<file path="config.mk">
export PLATFORM = sky130hd
export DESIGN_NAME = counter_time_prog
export DESIGN_NICKNAME = d
export VERILOG_FILES = /design/src/rtl/counter_time_prog.sv
export SDC_FILE = /design/constraint.sdc
export NUM_CORES = 1
export LEC_CHECK = 0
export CAP_MARGIN = 25
export CORE_AREA = 3 3 62 64
export DETAILED_ROUTE_END_ITERATION = 8
export DIE_AREA = 0 0 65 67
export HOLD_SLACK_MARGIN = 0.03
export SLEW_MARGIN = 20
export SYNTH_ARGS = -nofsm -noshare
export SYNTH_HDL_FRONTEND = slang
export SYNTH_SLANG_ARGS = --single-unit
</file>
<file path="constraint.sdc">
create_clock -name CLKT -period 2 [get_ports CLKT]
set_input_delay 0.3 -clock CLKT [delete_from_list [all_inputs] [get_ports CLKT]]
set_output_delay 0.3 -clock CLKT [all_outputs]
set_load 0.01 [all_outputs]
</file>
<file path="src/rtl/counter_time_prog.sv">
`default_nettype none
// ============================================================================
// Module      : counter_time_prog
// Description : Round/response timer for the game core. Counts TEMPO up to a
//               programmable LIMIT at a prescaled rate, in one-shot or
//               periodic mode, with pause, synchronous restart, a sticky
//               expiry flag and a near-timeout warning.
// Revision    : 1.0 - initial release
// ============================================================================
module counter_time_prog #(
    parameter int SIZE      = 4,
    parameter int PRESC_W   = 8,
    parameter int WARN_LEFT = 2
) (
    input  logic               CLKT,
    input  logic               R,
    input  logic               E,
    input  logic               CLR,
    input  logic               MODE,
    input  logic [PRESC_W-1:0] DIV,
    input  logic [SIZE-1:0]    LIMIT,
    output logic [SIZE-1:0]    TEMPO,
    output logic               end_time,
    output logic               expired,
    output logic               warn,
    output logic               tick
);

    typedef enum logic [1:0] {
        S_IDLE = 2'd0,
        S_RUN  = 2'd1,
        S_HOLD = 2'd2,
        S_DONE = 2'd3
    } state_t;

    localparam logic [SIZE:0] c_WARN_LEFT = (SIZE+1)'(WARN_LEFT);

    state_t             r_state;
    logic [PRESC_W-1:0] r_presc;
    logic [SIZE:0]      w_warn_sum;
    logic               w_active;

    // Near-timeout warning: one extra bit on the sum so it never wraps.
    assign w_warn_sum = {1'b0, TEMPO} + c_WARN_LEFT;
    assign w_active   = (r_state == S_RUN) || (r_state == S_HOLD);
    assign warn       = w_active && (w_warn_sum >= {1'b0, LIMIT});

    // Timer FSM: restart beats everything, pulses default low each cycle.
    always_ff @(posedge CLKT or negedge R) begin
        if (!R) begin
            r_state  <= S_IDLE;
            r_presc  <= '0;
            TEMPO    <= '0;
            end_time <= 1'b0;
            expired  <= 1'b0;
            tick     <= 1'b0;
        end else begin
            end_time <= 1'b0;
            tick     <= 1'b0;
            if (CLR) begin
                r_state <= S_IDLE;
                r_presc <= '0;
                TEMPO   <= '0;
                expired <= 1'b0;
            end else begin
                case (r_state)
                    S_IDLE: begin
                        TEMPO <= '0;
                        if (E) begin
                            r_state <= S_RUN;
                        end
                    end
                    S_RUN: begin
                        if (!E) begin
                            r_state <= S_HOLD;
                        end else if (r_presc != DIV) begin
                            r_presc <= r_presc + PRESC_W'(1);
                        end else begin
                            r_presc <= '0;
                            tick    <= 1'b1;
                            // Compare against the live LIMIT so lowering it
                            // mid-count terminates instead of wrapping.
                            if (TEMPO >= LIMIT) begin
                                end_time <= 1'b1;
                                if (MODE) begin
                                    TEMPO <= '0;
                                end else begin
                                    expired <= 1'b1;
                                    r_state <= S_DONE;
                                end
                            end else begin
                                TEMPO <= TEMPO + SIZE'(1);
                            end
                        end
                    end
                    S_HOLD: begin
                        if (E) begin
                            r_state <= S_RUN;
                        end
                    end
                    S_DONE: begin
                        expired <= 1'b1;
                    end
                    default: begin
                        r_state <= S_IDLE;
                    end
                endcase
            end
        end
    end

endmodule
`default_nettype wire

</file>
* Word level (Yosys, flattened, before mapping)
Cells that the tools add are included.
** Word-level totals
- Register bits after elaboration :: 17
- Output and inout port bits :: 8
- Input bits :: 17
- Logic and storage cells :: 69
** Cells by class
- Equality and inequality tests :: 13
- Reduce and logical (&&, ||, !) cells :: 13
- Add/subtract/negate cells :: 3
- Magnitude comparators :: 2
- Mux-type cells :: 32
** Operator list (number)
- $mux W8 :: 4
- $mux W4 :: 5
- $mux W1 :: 14
- $mux W2 :: 6
- $ne A4 B4 Y1 const B :: 3
- $reduce_and A5 Y1 :: 2
- $ne A3 B3 Y1 const B :: 3
- $reduce_bool A3 Y1 :: 3
- $add A8 B1 Y8 const B :: 1
- $ne A8 B8 Y1 :: 1
- $pmux W4 S2 :: 1
- $add A4 B2 Y5 const B :: 1
- $ge A5 B4 Y1 :: 1
- $add A4 B1 Y4 const B :: 1
- $eq A2 B2 Y1 const B :: 2
- $ge A4 B4 Y1 :: 1
- $ne A4 B3 Y1 const B :: 1
- $pmux W2 S2 :: 1
- $reduce_and A4 Y1 :: 1
- $reduce_bool A2 Y1 :: 2
- $ne A3 B1 Y1 const B :: 1
- $ne A3 B2 Y1 const B :: 1
- $eq A2 B1 Y1 const B :: 1
- $logic_not A2 Y1 :: 1
- other kinds (5) :: 5

* Longest topological paths before layout
- Depth after elaboration :: 6
- Depth in mapped cells :: 9
- Depth with buffers taken out :: 8

* Worst setup path before layout
No wires, ideal clock.
- Path kind :: register to register
- Start :: reg TEMPO[0]
- End :: reg r_state[0]
- Slack :: 22 ps
- Cell stages (with the launch flop) :: 9
- Required time :: 1872 ps
- Setup time :: 128 ps
- Clock period less this slack :: 1978 ps
- Path buffers :: 0
- Data arrival time :: 1850 ps
- Cells stage by stage :: dfrtp_1 inv_1 ha_1 nand2b_4 nor2b_4 o41ai_4 nand2b_1 a21oi_1 mux2_1
** Between the ends
- Longest elaborated chain between the ends :: 3
** Ends and longest elaborated chain
- start, declared :: line 22 : output logic [SIZE-1:0] TEMPO,
- start signal, assigned :: line 92 : TEMPO <= TEMPO + SIZE'(1);
- $ge A4 B4 Y1 :: line 83 : if (TEMPO >= LIMIT) begin
- $ne A4 B3 Y1 (no line)
- $reduce_and A5 Y1 (no line)
- end signal, assigned :: line 89 : r_state <= S_DONE;
- end signal, assigned :: line 98 : r_state <= S_RUN;
- end signal, assigned :: line 105 : r_state <= S_IDLE;
- end, declared :: line 38 : state_t r_state;
Every way passes these cells.
A chain may end at the register's enable or synchronous reset.

* Worst setup path in the final report
- Start :: reg TEMPO[1]
- End :: out warn
** Between the ends
- Longest elaborated chain between the ends :: 3
** Ends and longest elaborated chain
- $add A4 B2 Y5 :: line 44 : assign w_warn_sum = {1'b0, TEMPO} + c_WARN_LEFT;
- $ge A5 B4 Y1 :: line 46 : assign warn = w_active && (w_warn_sum >= {1'b0, LIMIT});
- $logic_and A1 B1 Y1 :: line 46
- end, declared :: line 25 : output logic warn,
Every way passes these cells.

==> qor.txt <==
Outcome - complete, but fails checks
Failing checks - setup timing
Tcrit/Tclk final - 101%
Fin nets - 207
Syn. warnings - 0
Crit start category - register
Reg clk slew, reported paths - 0.11 ns
Power Dens Cells - 610 nW/um^2
Critical Path Max Stage Delay - 0.44 ns
Die X - 65 um
Relative slew slack - 70.4%
Drt wl/cell - 12.8 um
Reg-to-Reg End - r_state[0]
Sequential-to-total area share from yosys stat - 35.3%
Reg2reg setup slack - 0.04 ns
Family with the most delay on the worst path - flip-flops
Worst path bufs/invs - 3
TritonCTS clock tree - built
Max Cap Viol - 0
Setup Crit Path Kind - reg -> out
Dpl ws - -0.429 ns
Peak Freq - 0.494 GHz
Setup repair after global routing missed its margin - yes
Number of iterations in the first detailed-routing pass - 4
Largest net degree at the start of global routing - 18
Fin area - 1740 um^2
VDD IR max - 0.492 mV
Clock sink count - 17
Detail Placement HPWL - 2.16 mm
Final min period - 2.02 ns
# fillers - 317
Synthesized flop and latch total - 17
CP Max Fanout - 2
GR Util All Layers - 14.1%
Netlist cell types - 33
Dpl cell area - 1630 um^2
Layout Area Growth over Synthesis - 44.4%
Antenna Cells - 0
Setup violators final - 1
# IOs - 25
FF-to-FF Start - TEMPO[2]
Crit-path cells - buf_4 -> inv_2 -> ha_4 -> a21oi_4 -> nor2b_4 -> o21ai_1 -> a21boi_1 -> buf_2
EDFF count, synth - 0
Post-DRT Antenna Nets - 0
Die H - 67 um
Post-CTS Hold Fix Bufs - 0
Post-CTS Setup Bufs - 0
Synth Area per Inst - 9.19 um^2
WP data arrival - 1.72 ns
Worst-margin pin slew - 0.441 ns
Worst setup EP type - output pin
Row count - 21
Vias - 1078
Final Max Slew Viols - 0
Cell Area, Synth - 1200 um^2
Final GP Congestion - 0.819
Post-synth ARST share - 100%
CP required - 1.70 ns
H-tree depth - 1
Worst reg-to-reg path cell count - 8
First-pass GRT wire length - 4.76 mm
Total CTS buffers - 3
Post-Route WL - 2.84 mm
CTS Buffer Depth - 2
Initial antenna violation count - 0
Initial core utilization - 36.1%
Layout Skew - 0.0111 ns
Post-Syn Nets - 161
Post-route DRC - 0
Final Hold Vio Count - 0
GRT overflow - 0
Clk_lat worst skew - 0.29 ns
Ratio of cells with drive above 1 in the final layout - 22.2%
Number of global-route vias before repair - 1012
Cells after synthesis - 131
Via density - 4.86
Final worst setup slack - -0.0230 ns
Root Driver - clkbuf_4
IO Port Bufs - 24
Initial DRC Count - 45
Static Leakage - 0.000792 uW
Worst hold path class - in -> async
Primary FF master, synth - dfrtp_1
CP max stage cell - dfrtp_1
DIE AREA - 4360 um^2
Core Area - 3340 um^2
flip-flops by register name, indices dropped and copies added (netlist names):
signal and cells:
tick 1, TEMPO 4, expired 1, end_time 1, r_state 2, r_presc 8
through the flow:
stage	instances	util, %	setup TNS (ns)	power (uW)	hold slack, ns
final	222	52.1	-0.0230	1060	0.321
after global routing	222	52.1	-0.122	1150	0.343
after CTS	222	51.6	-0.000312	1040	0.328
after detailed placement	218	48.9	-1.69	836	0.536
after global placement	218	48.9	-1.38	827	0.533
after floorplan	131	-	0	654	0.00441
synth_stat cells, drive strengths merged, types with 2 or more instances:
| cell type | instances | area [um^2] |
|---|---|---|
| nor2 | 10 | 37.5 |
| nand3 | 2 | 10.0 |
| nand2 | 8 | 30.0 |
| o21ai | 17 | 85.1 |
| nor2b | 3 | 26.3 |
| dfrtp | 17 | 425 |
| and3 | 4 | 25.0 |
| ha | 13 | 163 |
| xnor2 | 8 | 70.1 |
| and2 | 2 | 12.5 |
| nor3 | 3 | 15.0 |
| inv | 12 | 45.0 |
| xor2 | 3 | 26.3 |
| a31oi | 2 | 12.5 |
| a21oi | 5 | 25.0 |
| a211oi | 2 | 20.0 |
| nand2b | 7 | 51.3 |
| nand4 | 2 | 12.5 |
repair_timing:
item | CTS | global route
endpoints found under the setup margin | 3 | 6
gates resized for setup | 16 | 5
pin swaps | 4 | 2
worst max path at each step:
stage / from / to / slack [ns] / cells after the start
floorplan: TEMPO[0] / r_state[0] / 0.02 / 8
global placement: LIMIT[0] / warn / -0.31 / 8
detailed placement: LIMIT[1] / warn / -0.43 / 8
CTS: TEMPO[2] / warn / -0.0003 / 6
global route: TEMPO[2] / warn / -0.09 / 6
finish: TEMPO[1] / warn / -0.02 / 8
worst reg2reg max path: stages, from the launching register on:
cell,delay [ns]
dfrtp_1,0.43
buf_4,0.17
ha_1,0.27
nor3_1,0.05
nor2_1,0.16
o41ai_4,0.11
nand2b_4,0.17
a21oi_4,0.16
mux2_4,0.31
final cells by class:
type | instances | area [um^2] | share of cell area, %
multi-input combinational | 101 | 811 | 46.7
timing repair buffer | 42 | 370 | 21.3
inverter | 12 | 45.0 | 2.59
sequential | 17 | 427 | 24.5
clock inverter | 1 | 5.00 | 0.288
tap | 46 | 57.6 | 3.31
clock buffer | 3 | 22.5 | 1.30
cells by family after synthesis:
group	share of synthesized area [%]
DFF	35.3
AOI/OAI and AO/OA	18.3
muxes	1.77
buffers and inverters	4.16
adders and majority gates	13.5
xor gates and xnor gates	8.00
and+or+nand+nor	18.9
routing by layer:
metal  wire length, um  GRT usage (%)  up-vias
met4                82           5.54        0
met1              1350           17.8      505
met2              1310           22.5       18
met3                95           4.38        6
met5                 0              0        -
li1                  -              -      549
power by group:
part / internal [uW] / switching, uW
clock network: 74.3 / 113
logic: 239 / 215
registers: 381 / 37.4
total: 694 / 366
layout by cell type (no fill, tap or decap), drive strengths merged, types with 2 or more instances in the layout:
| cell type | Yosys | layout |
|---|---|---|
| nand3 | 2 | 2 |
| xnor2 | 8 | 8 |
| dfrtp | 17 | 17 |
| nor2b | 3 | 3 |
| nand2b | 7 | 7 |
| nand2 | 8 | 8 |
| and3 | 4 | 4 |
| nor2 | 10 | 10 |
| a21oi | 5 | 5 |
| ha | 13 | 13 |
| inv | 12 | 12 |
| clkdlybuf4s50 | 0 | 23 |
| xor2 | 3 | 3 |
| nor3 | 3 | 3 |
| nand4 | 2 | 2 |
| a31oi | 2 | 2 |
| o21ai | 17 | 17 |
| buf | 1 | 19 |
| a211oi | 2 | 2 |
| clkbuf | 0 | 3 |
| and2 | 2 | 2 |
Note: power is estimated with default switching activity, not from simulation.
